===== config.mk =====
export PLATFORM = sky130hd
export DESIGN_NAME = if_fetch
export DESIGN_NICKNAME = d
export VERILOG_FILES = /design/src/rtl/if_fetch.sv
export SDC_FILE = /design/constraint.sdc
export NUM_CORES = 1
export LEC_CHECK = 0
export CORE_MARGIN = 3
export CORE_UTILIZATION = 47
export CTS_CLUSTER_DIAMETER = 150
export CTS_CLUSTER_SIZE = 24
export DETAILED_ROUTE_END_ITERATION = 6
export PLACE_DENSITY = 0.77
export SYNTH_ARGS = -nofsm -noshare
export SYNTH_HDL_FRONTEND = slang
export SYNTH_SLANG_ARGS = --single-unit

===== constraint.sdc =====
create_clock -name clk -period 8.5 [get_ports clk]
set_clock_uncertainty 0.05 [all_clocks]
set_input_delay 1.7 -clock clk [delete_from_list [all_inputs] [get_ports clk]]
set_output_delay 1.7 -clock clk [all_outputs]
set_load 0.01 [all_outputs]

===== src/rtl/if_fetch.sv =====
// Instruction-fetch stage: owns the fetch PC, issues single-outstanding word
// reads over req/gnt/rvalid, queues returned words in a small prefetch FIFO
// and presents the FIFO head to decode through registered pc/inst outputs.
module if_fetch #(
    parameter logic [31:0] RESET_PC   = 32'h0000_0000,
    parameter int          FIFO_DEPTH = 2
) (
    input  logic        clk,
    input  logic        rst,
    input  logic        stall_i,
    input  logic        flush_i,
    input  logic [31:0] flush_pc_i,
    output logic        imem_req_o,
    output logic [31:0] imem_addr_o,
    input  logic        imem_gnt_i,
    input  logic        imem_rvalid_i,
    input  logic [31:0] imem_rdata_i,
    output logic [31:0] id_pc_o,
    output logic [31:0] id_inst_o,
    output logic        id_valid_o
);

    localparam int PTR_W = (FIFO_DEPTH > 1) ? $clog2(FIFO_DEPTH) : 1;
    localparam int CNT_W = PTR_W + 1;

    logic [31:0]      r_fetch_pc;
    logic [31:0]      r_req_pc;
    logic             r_outstanding;
    logic             r_discard;
    logic [31:0]      r_fifo_pc   [FIFO_DEPTH];
    logic [31:0]      r_fifo_inst [FIFO_DEPTH];
    logic [PTR_W-1:0] r_rd_ptr;
    logic [PTR_W-1:0] r_wr_ptr;
    logic [CNT_W-1:0] r_count;
    logic [31:0]      r_id_pc;
    logic [31:0]      r_id_inst;
    logic             r_id_valid;

    logic             w_fifo_nempty;
    logic             w_pop;
    logic             w_push;
    logic             w_rsp;
    logic             w_req;
    logic             w_grant;
    logic [CNT_W:0]   w_occ;

    // Handshake decode: credit-based request gating and FIFO push/pop strobes.
    // Occupancy counts the outstanding read so a FIFO slot is reserved at issue.
    always_comb begin
        w_fifo_nempty = (r_count != {CNT_W{1'b0}});
        w_pop         = !stall_i && w_fifo_nempty && !flush_i;
        w_rsp         = imem_rvalid_i && r_outstanding;
        w_push        = w_rsp && !r_discard && !flush_i;
        w_occ         = {1'b0, r_count}
                      + (CNT_W+1)'(r_outstanding)
                      - (CNT_W+1)'(w_pop);
        w_req         = !rst && !flush_i
                      && (w_occ < (CNT_W+1)'(FIFO_DEPTH))
                      && (!r_outstanding || (imem_rvalid_i && !r_discard));
        w_grant       = w_req && imem_gnt_i;
    end

    // Fetch PC, outstanding-read tracking and post-flush discard of a stale response.
    always_ff @(posedge clk) begin
        if (rst) begin
            r_fetch_pc    <= RESET_PC;
            r_req_pc      <= 32'h0000_0000;
            r_outstanding <= 1'b0;
            r_discard     <= 1'b0;
        end else if (flush_i) begin
            r_fetch_pc <= {flush_pc_i[31:2], 2'b00};
            if (r_outstanding && !imem_rvalid_i) begin
                // Response still in flight: remember to drop it when it lands.
                r_discard <= 1'b1;
            end else begin
                r_outstanding <= 1'b0;
                r_discard     <= 1'b0;
            end
        end else begin
            if (w_grant) begin
                r_outstanding <= 1'b1;
                r_req_pc      <= r_fetch_pc;
                r_fetch_pc    <= r_fetch_pc + 32'd4;
            end else if (w_rsp) begin
                r_outstanding <= 1'b0;
            end
            if (w_rsp && r_discard) begin
                r_discard <= 1'b0;
            end
        end
    end

    // Prefetch FIFO pointers and count; flush empties the queue.
    always_ff @(posedge clk) begin
        if (rst || flush_i) begin
            r_rd_ptr <= {PTR_W{1'b0}};
            r_wr_ptr <= {PTR_W{1'b0}};
            r_count  <= {CNT_W{1'b0}};
        end else begin
            if (w_push) begin
                r_wr_ptr <= r_wr_ptr + PTR_W'(1);
            end
            if (w_pop) begin
                r_rd_ptr <= r_rd_ptr + PTR_W'(1);
            end
            r_count <= r_count + CNT_W'(w_push) - CNT_W'(w_pop);
        end
    end

    // Prefetch FIFO storage: write the returned word tagged with its request PC.
    always_ff @(posedge clk) begin
        if (w_push) begin
            r_fifo_pc[r_wr_ptr]   <= r_req_pc;
            r_fifo_inst[r_wr_ptr] <= imem_rdata_i;
        end
    end

    // Decode-facing registers: clear on flush, hold on stall, else take the FIFO head.
    always_ff @(posedge clk) begin
        if (rst || flush_i) begin
            r_id_valid <= 1'b0;
            r_id_pc    <= 32'h0000_0000;
            r_id_inst  <= 32'h0000_0000;
        end else if (stall_i) begin
            r_id_valid <= r_id_valid;
            r_id_pc    <= r_id_pc;
            r_id_inst  <= r_id_inst;
        end else if (w_fifo_nempty) begin
            r_id_valid <= 1'b1;
            r_id_pc    <= r_fifo_pc[r_rd_ptr];
            r_id_inst  <= r_fifo_inst[r_rd_ptr];
        end else begin
            r_id_valid <= 1'b0;
            r_id_pc    <= 32'h0000_0000;
            r_id_inst  <= 32'h0000_0000;
        end
    end

    assign imem_req_o  = w_req;
    assign imem_addr_o = r_fetch_pc;
    assign id_pc_o     = r_id_pc;
    assign id_inst_o   = r_id_inst;
    assign id_valid_o  = r_id_valid;

endmodule

Yosys cells after proc, flatten, opt, wreduce, memory -nomap -nowiden. Memory sizes are Yosys's and may differ from the RTL's. A register that Yosys moved wholly into a read port is not among the register bits. Index checks and enable logic that the tools add are counted.

Output and inout port bits: 98. Memories kept: 2. Bits in writable memories: 128. Word-level logic and storage cells: 68. Register bits: 135. Input bits: 70.

Memory list: r_fifo_inst (words 2, bits a word 32, read ports 1, clocked after Yosys merged registers in 1, write ports 1, line 31) `logic [31:0] r_fifo_inst [FIFO_DEPTH];`; r_fifo_pc (words 2, bits a word 32, read ports 1, clocked after Yosys merged registers in 1, write ports 1, line 30) `logic [31:0] r_fifo_pc [FIFO_DEPTH];`.

Bitwise operators: 1. Reduce and logical (&&, ||, !) cells: 27. Multiplexer cells: 18. $add $sub $neg: 7. Equal/unequal tests: 1. Magnitude comparators: 1.

Operators by type and width (count): 32-bit two-way mux (4); 32-bit by 3-bit adder with 32-bit output, second input constant (1); 1-bit two-way mux (14); 1-bit logical AND (12); 1-bit zero test (6); 2-bit nonzero test (3); 2-bit AND reduction (2); 2-bit by 1-bit adder with 3-bit output (1); 3-bit by 2-bit < comparator with 1-bit output, second input constant (1); 3-bit nonzero test (1); 3-bit by 1-bit subtractor with 3-bit output (1); 1-bit adder, second input constant (2); 2-bit by 1-bit adder with 2-bit output (1); 1-bit logical OR (2); 2-bit inequality test, second input constant (1); 2-bit OR reduction (1); 2-bit by 1-bit subtractor with 2-bit output (1); 1-bit inverter (1).

Longest topological paths before layout. Gate-level depths: netlist of the first run.

Depth in word-level cells: 10. Mapped depth: 12. Mapped depth without buffers: 10.

Least setup slack after synthesis of the first run. Ideal clock, no wire load.

Path kind: input port to flip-flop. Start: in flush_i. End: mem r_fifo_inst[0][0] (enable). Buffers on the path: 2. Stages: 3. Setup time: 0.635 ns. Path slack: -0.215 ns. Data arrival time: 8.030 ns. Data required time: 7.815 ns. Path through: clkbuf_1 > buf_1 > nor4_1.

Word-level cells in the longest chain between the ends: 4.

Ends and longest elaborated chain: from (decl) (line 11) `input logic flush_i,`; 1-bit zero test (line 53) `w_push = w_rsp && !r_discard && !flush_i;`; 1-bit logical AND (line 53); 1-bit two-way mux (line 112) `if (w_push) begin`; 1-bit two-way mux (not written as such) (line 114) `r_fifo_inst[r_wr_ptr] <= imem_rdata_i;`; to (decl) (line 31).

Every way passes these cells.

Worst setup path in the final report of the first run.
Start: in flush_i. End: out imem_req_o.

Word-level cells in the longest chain between the ends: 6. Elaborated cells between the ends (all ways): 7. Those cells by class: 1 x add/sub; 1 x order compare; 5 x reduce/logical.

Ends and longest elaborated chain: 1-bit zero test * (line 51, 57); 1-bit logical AND (line 51) `w_pop = !stall_i && w_fifo_nempty && !flush_i;`; 3-bit by 1-bit subtractor with 3-bit output (line 56) `- (CNT_W+1)'(w_pop);`; 3-bit by 2-bit < comparator with 1-bit output (line 58) `&& (w_occ < (CNT_W+1)'(FIFO_DEPTH))`; 1-bit logical AND * (line 58); 1-bit logical AND * (line 59) `&& (!r_outstanding || (imem_rvalid_i && !r_discard));`; to (decl) (line 13) `output logic imem_req_o,`.

Mark *: on every way between the ends. The rest lies on a longest branch, timed or not.

==> results of run 1 <==
## flip-flops by register name, summed over array words and instances (netlist names), 2 cells and up, named ones only
| signal | flops |
|---|---|
| id_inst_o | 32 |
| r_fifo_inst | 64 |
| r_count | 2 |
| r_req_pc | 30 |
| imem_addr_o | 30 |
| id_pc_o | 30 |
| r_fifo_pc | 60 |
## final cells by class
type,instances,area (um2),share of cell area
Sequential cell,254,6330,0.5328
Multi-Input combinational cell,553,3092,0.2602
Timing Repair Buffer,170,1669,0.1405
Clock buffer,23,405.4,0.03412
Tap cell,265,331.6,0.02791
Inverter,11,41.29,0.003476
Clock inverter,1,11.26,0.0009479
## cells by family (layout without fill, tap and decap cells)
logic type / Yosys count / count (layout)
AOI/OAI and AO/OA: 169 / 169
xor gates and xnor gates: 7 / 7
adders and majority gates: 3 / 3
buffers and inverters: 70 / 205
DFF: 254 / 254
muxes: 66 / 66
other: 1 / 4
and+or+nand+nor: 304 / 304
## cell usage in the layout (no fill, tap or decap), types with 13 or more instances in the layout
cell type        Yosys  final
a21oi_1            111    111
a31oi_1             13     13
clkbuf_16            0     15
clkdlybuf4s50_1      0    159
dfxtp_1            130    129
edfxtp_1           124    124
mux2i_1             64     64
nand2_1             91     91
nor2_1             152    152
o21ai_0             14     14
## per-layer routing
metal | vias to the layer above | track usage | share of wire
met5 | - | 0 | 0.00061
met4 | 2 | 0.03295 | 0.013
met3 | 26 | 0.03816 | 0.072
li1 | 3343 | - | -
met2 | 213 | 0.3206 | 0.48
met1 | 3279 | 0.2503 | 0.44
## path summary, 6_finish.rpt
check,endpoint,startpoint,slack (ns),cells past startpoint
worst max-delay path,imem_req_o,flush_i,1.90,11
worst min-delay path,r_fifo_pc[0][2]$_DFFE_PP_,r_req_pc[2]$_SDFFE_PP0P_,0.40,0
worst max register to register,imem_addr_o[31]$_SDFFE_PP0P_,r_count[1]$_SDFF_PP0_,4.90,11
worst min register to register,r_fifo_pc[0][2]$_DFFE_PP_,r_req_pc[2]$_SDFFE_PP0P_,0.40,0
## through the flow
step | util | hold slack, ns | cells
final | 0.5986 | 0.3971 | 1277
after global routing | 0.5986 | 0.4100 | 1277
after CTS | 0.5986 | 0.3905 | 1277
after detailed placement | 0.5776 | 0.3871 | 1253
after global placement | 0.5776 | 0.3817 | 1253
after floorplan | - | 0.3754 | 877
## Yosys cell counts, drive strengths merged (6+ instances only)
library cell,number
nor2,152
dfxtp,130
edfxtp,124
a21oi,111
nand2,91
mux2i,64
clkbuf,39
buf,20
o21ai,14
a31oi,13
nand4,12
inv,11
nand3,10
nor3,8
a32oi,7
and2,6
## power by group
part | switching, mW | total [mW] | leakage (nW) | internal (mW)
registers | 0.0183 | 1.31 | 2.25 | 1.29
clock network | 0.370 | 0.704 | 0.200 | 0.334
logic | 0.0594 | 0.117 | 1.37 | 0.0572
total | 0.448 | 2.13 | 3.82 | 1.68
==> impl_metrics.tcl, run 1 <==
set metrics [dict create \
    start_kind "primary input" \
    insertion_delay_ns 0.48 \
    max_cap_viol_count 0 \
    critPathTopFamily "buffers and inverters" \
    nNetsFinal 1077 \
    cpMaxStageDelayCell "clkdlybuf4s50_1" \
    n_antenna_cell 0 \
    finalHoldViolCount 0 \
    synth.distinct_cells 53 \
    synth.area.mux_share 0.06857 \
    pin_count 168 \
    fin_area_mm2 0.01188 \
    max_freq_mhz 151.6 \
    synth_edf_count 124 \
    final_max_slew_viol_count 0 \
    ys_ff_latch 254 \
    crit_chain "clkdlybuf4s50_1 -> buf_4 -> inv_1 -> nand2b_1 -> and2_0 -> o21ai_0 -> fa_1 -> xor2_1 -> a21oi_1 -> and3_1 -> clkdlybuf4s50_1" \
    firstDrtPassIters 4 \
    synth_top_family_by_area "simple AND/OR/NAND/NOR gates" \
    antenna_found_initial 1 \
    die-area_mm2 0.02233 \
    async_flop_share 0 \
    critPathBufInv 4 \
    rsz0062_at_grt "no" \
    grt_pass1_wl_um 34010 \
    yosys.area_share.simple 0.1337 \
    synth.top_cell.area_share 0.3850 \
    ys_seq_area_frac 0.6542 \
    gp_congestion 0.7985 \
    path_max_fanout 42 \
    setup_viol 0 \
    antenna_left 0 \
    hold_path.class "register to register" \
    powerDensity_mw_per_mm2 179.2 \
    cp.required_ns 6.75 \
    synth_warnings 0 \
    initial_core_util 0.4873 \
    place_area_mm2 0.01146 \
    path_class "primary input to output port" \
    clock_tree.root_cell "clkbuf_16" \
    dpl.hpwl_um 13160 \
    post_cts_buffers 0 \
    arrival_ns 4.85 \
    post-place-ws_ns 1.921 \
    post_cts_resized 0 \
    fin_crit_ns 6.597 \
    relSlewSlack 0.3321 \
    tns_ns 0 \
    cp_common_cell "clkdlybuf4s50_1" \
    rows 51 \
    synth_compound_area_frac 0.1018 \
    final_layout_size_suffix_gt1_frac 0.03656 \
    viasPerCell 5.374 \
    total_power_mw 2.129 \
    wl_per_cell_um 16.68 \
    status "complete, no violations" \
    fp.dieW_um 149.4 \
    grt_pass1_vias 6675 \
    synth_top_cell_by_area "edfxtp_1" \
    end_kind "output port" \
    cts_buffer_depth 3 \
    drt_iter0_markers 377 \
    leakage_nw 3.821 \
    synthToLayoutAreaGrowth_pct 22.85 \
    cts_hold_buf 0 \
    fillers 1631 \
    vias 6863 \
    syn_area_per_cell_um2 11.06 \
    timing.final.crit_share 0.7761 \
    final.setup.worst_slack_ns 1.903 \
    synthCells 874 \
    cts_tree "done" \
    syn_area_mm2 0.009671 \
    grt_max_degree 66 \
    tightest_slew_ns 0.9982 \
    totalWireLength_um 21300 \
    ir_worst_vdd_v 0.00009732 \
    synthAdderAreaFrac 0.004658 \
    cts_max_level 1 \
    core_area_mm2 0.01985 \
    max_stage_delay_ns 0.48 \
    drcViolationCount 0 \
    port_buffers 161 \
    grtUsageTotal 0.1869 \
    die_h_um 149.4 \
    synthTopCellsByArea "edfxtp_1, dfxtp_1, mux2i_1, nor2_1, a21oi_1" \
    grt_overflow_total 0 \
    synth_xor_xnor_area_share 0.006340 \
    clock-sinks 254 \
    numCtsBuffers 14 \
    clk_pin_slew_ns 0.09 \
    synth_ff_type "dfxtp_1" \
]
(Power assumes the default switching activity.)
==> inputs of run 2 (changes only) <==
- CORE_UTILIZATION: 47 -> 53
- PLACE_DENSITY: 0.77 -> 0.82
- clock period: 8.5 -> 6.57 ns (I/O delays scaled with it)
==> impl_metrics.tcl, run 2 (synthesis gave the netlist of run 1 again) <==
set metrics [dict create \
    ir_worst_vdd_v 0.0002209 \
    cts_max_level 1 \
    status "complete, no violations" \
    r2r-end "imem_addr_o[15]$_SDFFE_PP0P_" \
    start_kind "primary input" \
    path_max_fanout 11 \
    layout_common_cells "clkdlybuf4s50_1, nor2_1, dfxtp_1, edfxtp_1, a21oi_1" \
    cts_tree "done" \
    post-place-ws_ns 1.126 \
    grt_overflow_total 0 \
    final_layout_size_suffix_gt1_frac 0.03846 \
    gp_congestion 0.8314 \
    viasPerCell 5.574 \
    clock-sinks 254 \
    post_cts_resized 0 \
    grt_max_degree 66 \
    totalWireLength_um 21280 \
    cts_buffer_depth 3 \
    finalHoldViolCount 0 \
    leakage_nw 3.831 \
    relSlewSlack 0.2345 \
    max_freq_mhz 184.8 \
    die_h_um 141.1 \
    antenna_found_initial 2 \
    place_area_mm2 0.01143 \
    max_flop_register "r_fifo_inst" \
    fp.dieW_um 141.1 \
    cts_hold_buf 0 \
    rsz0062_at_grt "no" \
    nNetsFinal 1079 \
    port_buffers 161 \
    core_area_mm2 0.01760 \
    timing.final.crit_share 0.8235 \
    cp.required_ns 5.21 \
    r2r_slack_ns 3.06 \
    n_antenna_cell 0 \
    dpl.hpwl_um 13480 \
    rows 48 \
    hp-start "r_req_pc[16]$_SDFFE_PP0P_" \
    clk_pin_slew_ns 0.09 \
    grt_pass1_wl_um 34870 \
    initial_core_util 0.5496 \
    grtUsageTotal 0.2138 \
    hold_path.class "register to register" \
    crit_end "imem_req_o" \
    whs_ns 0.4043 \
    die-area_mm2 0.01990 \
    synthToLayoutAreaGrowth_pct 22.47 \
    final.setup.worst_slack_ns 1.159 \
    drcViolationCount 0 \
    largest_reg_flops 64 \
    fillers 1323 \
    end_kind "output port" \
    worstRegToRegCells 11 \
    setup_viol 0 \
    multi_input_area_mm2 0.003090 \
    post_cts_buffers 0 \
    firstDrtPassIters 5 \
    max_cap_viol_count 0 \
    grt_pass1_vias 6870 \
    tns_ns 0 \
    pin_count 168 \
    layout_commonest_cell "clkdlybuf4s50_1" \
    insertion_delay_ns 0.48 \
    finish.utilization 0.6731 \
    path_class "primary input to output port" \
    arrival_ns 4.05 \
    r2r-start "r_count[1]$_SDFF_PP0_" \
    final_max_slew_viol_count 0 \
    clock_tree.root_cell "clkbuf_16" \
    numCtsBuffers 14 \
    powerDensity_mw_per_mm2 232.9 \
    register_area_mm2 0.006330 \
    vias 6906 \
    wl_per_cell_um 17.17 \
    antenna_left 0 \
    drt_iter0_markers 448 \
    fin_crit_ns 5.411 \
    tightest_slew_ns 1.148 \
    fin_area_mm2 0.01184 \
    critPathLaunch "flush_i" \
]
run 2: cell types whose count changed in the layout (fill, tap and decap cells not counted), sizes merged:
cell and change:
buf +2
run 2: area by class of cell:
cell class	instances	share of cell area
flip-flops and latches	254	0.5344
clock buffers	23	0.03423
inverters	11	0.003486
repair buffers	172	0.1422
well taps	225	0.02377
multi-input cells	553	0.2609
clock inverters	1	0.0009508
run 2: per-stage QoR:
step	instances	power, mW
after global placement	1215	1.877
after global routing	1239	2.854
after floorplan	877	1.792
after CTS	1239	2.780
final	1239	2.758
after detailed placement	1215	1.880
run 2: worst max-delay path: stages:
cell and delay [ns]:
clkdlybuf4s50_1 0.42, inv_1 0.33, nand2b_1 0.15, nor2_1 0.19, o21ai_0 0.15, fa_1 0.41, xor2_1 0.20, a21oi_1 0.15
and3_1 0.17, clkdlybuf4s50_1 0.56
run 2: how the worst min path moves through the flow:
stage                                             to  slack [ns]  cells past startpoint
after floorplan           r_fifo_pc[0][10]$_DFFE_PP_        0.38                      0
after global placement    r_fifo_pc[0][16]$_DFFE_PP_        0.38                      0
after detailed placement  r_fifo_pc[1][11]$_DFFE_PP_        0.39                      0
after CTS                  r_fifo_pc[0][2]$_DFFE_PP_        0.40                      0
after global routing       r_fifo_pc[0][2]$_DFFE_PP_        0.42                      0
final                     r_fifo_pc[1][16]$_DFFE_PP_        0.40                      0
run 2: power by group:
part           internal (mW)  switching, mW  total [mW]
Combinational         0.0746         0.0776       0.152
Sequential              1.67         0.0239        1.69
Clock                  0.432          0.481       0.912
Total                   2.18          0.582        2.76
run 2: per-layer routing:
| metal | wire length, um | GRT usage |
|---|---|---|
| met3 | 1518 | 0.04172 |
| met1 | 9052 | 0.2800 |
| met4 | 435 | 0.05099 |
| met5 | 24 | 0 |
| met2 | 10240 | 0.3689 |
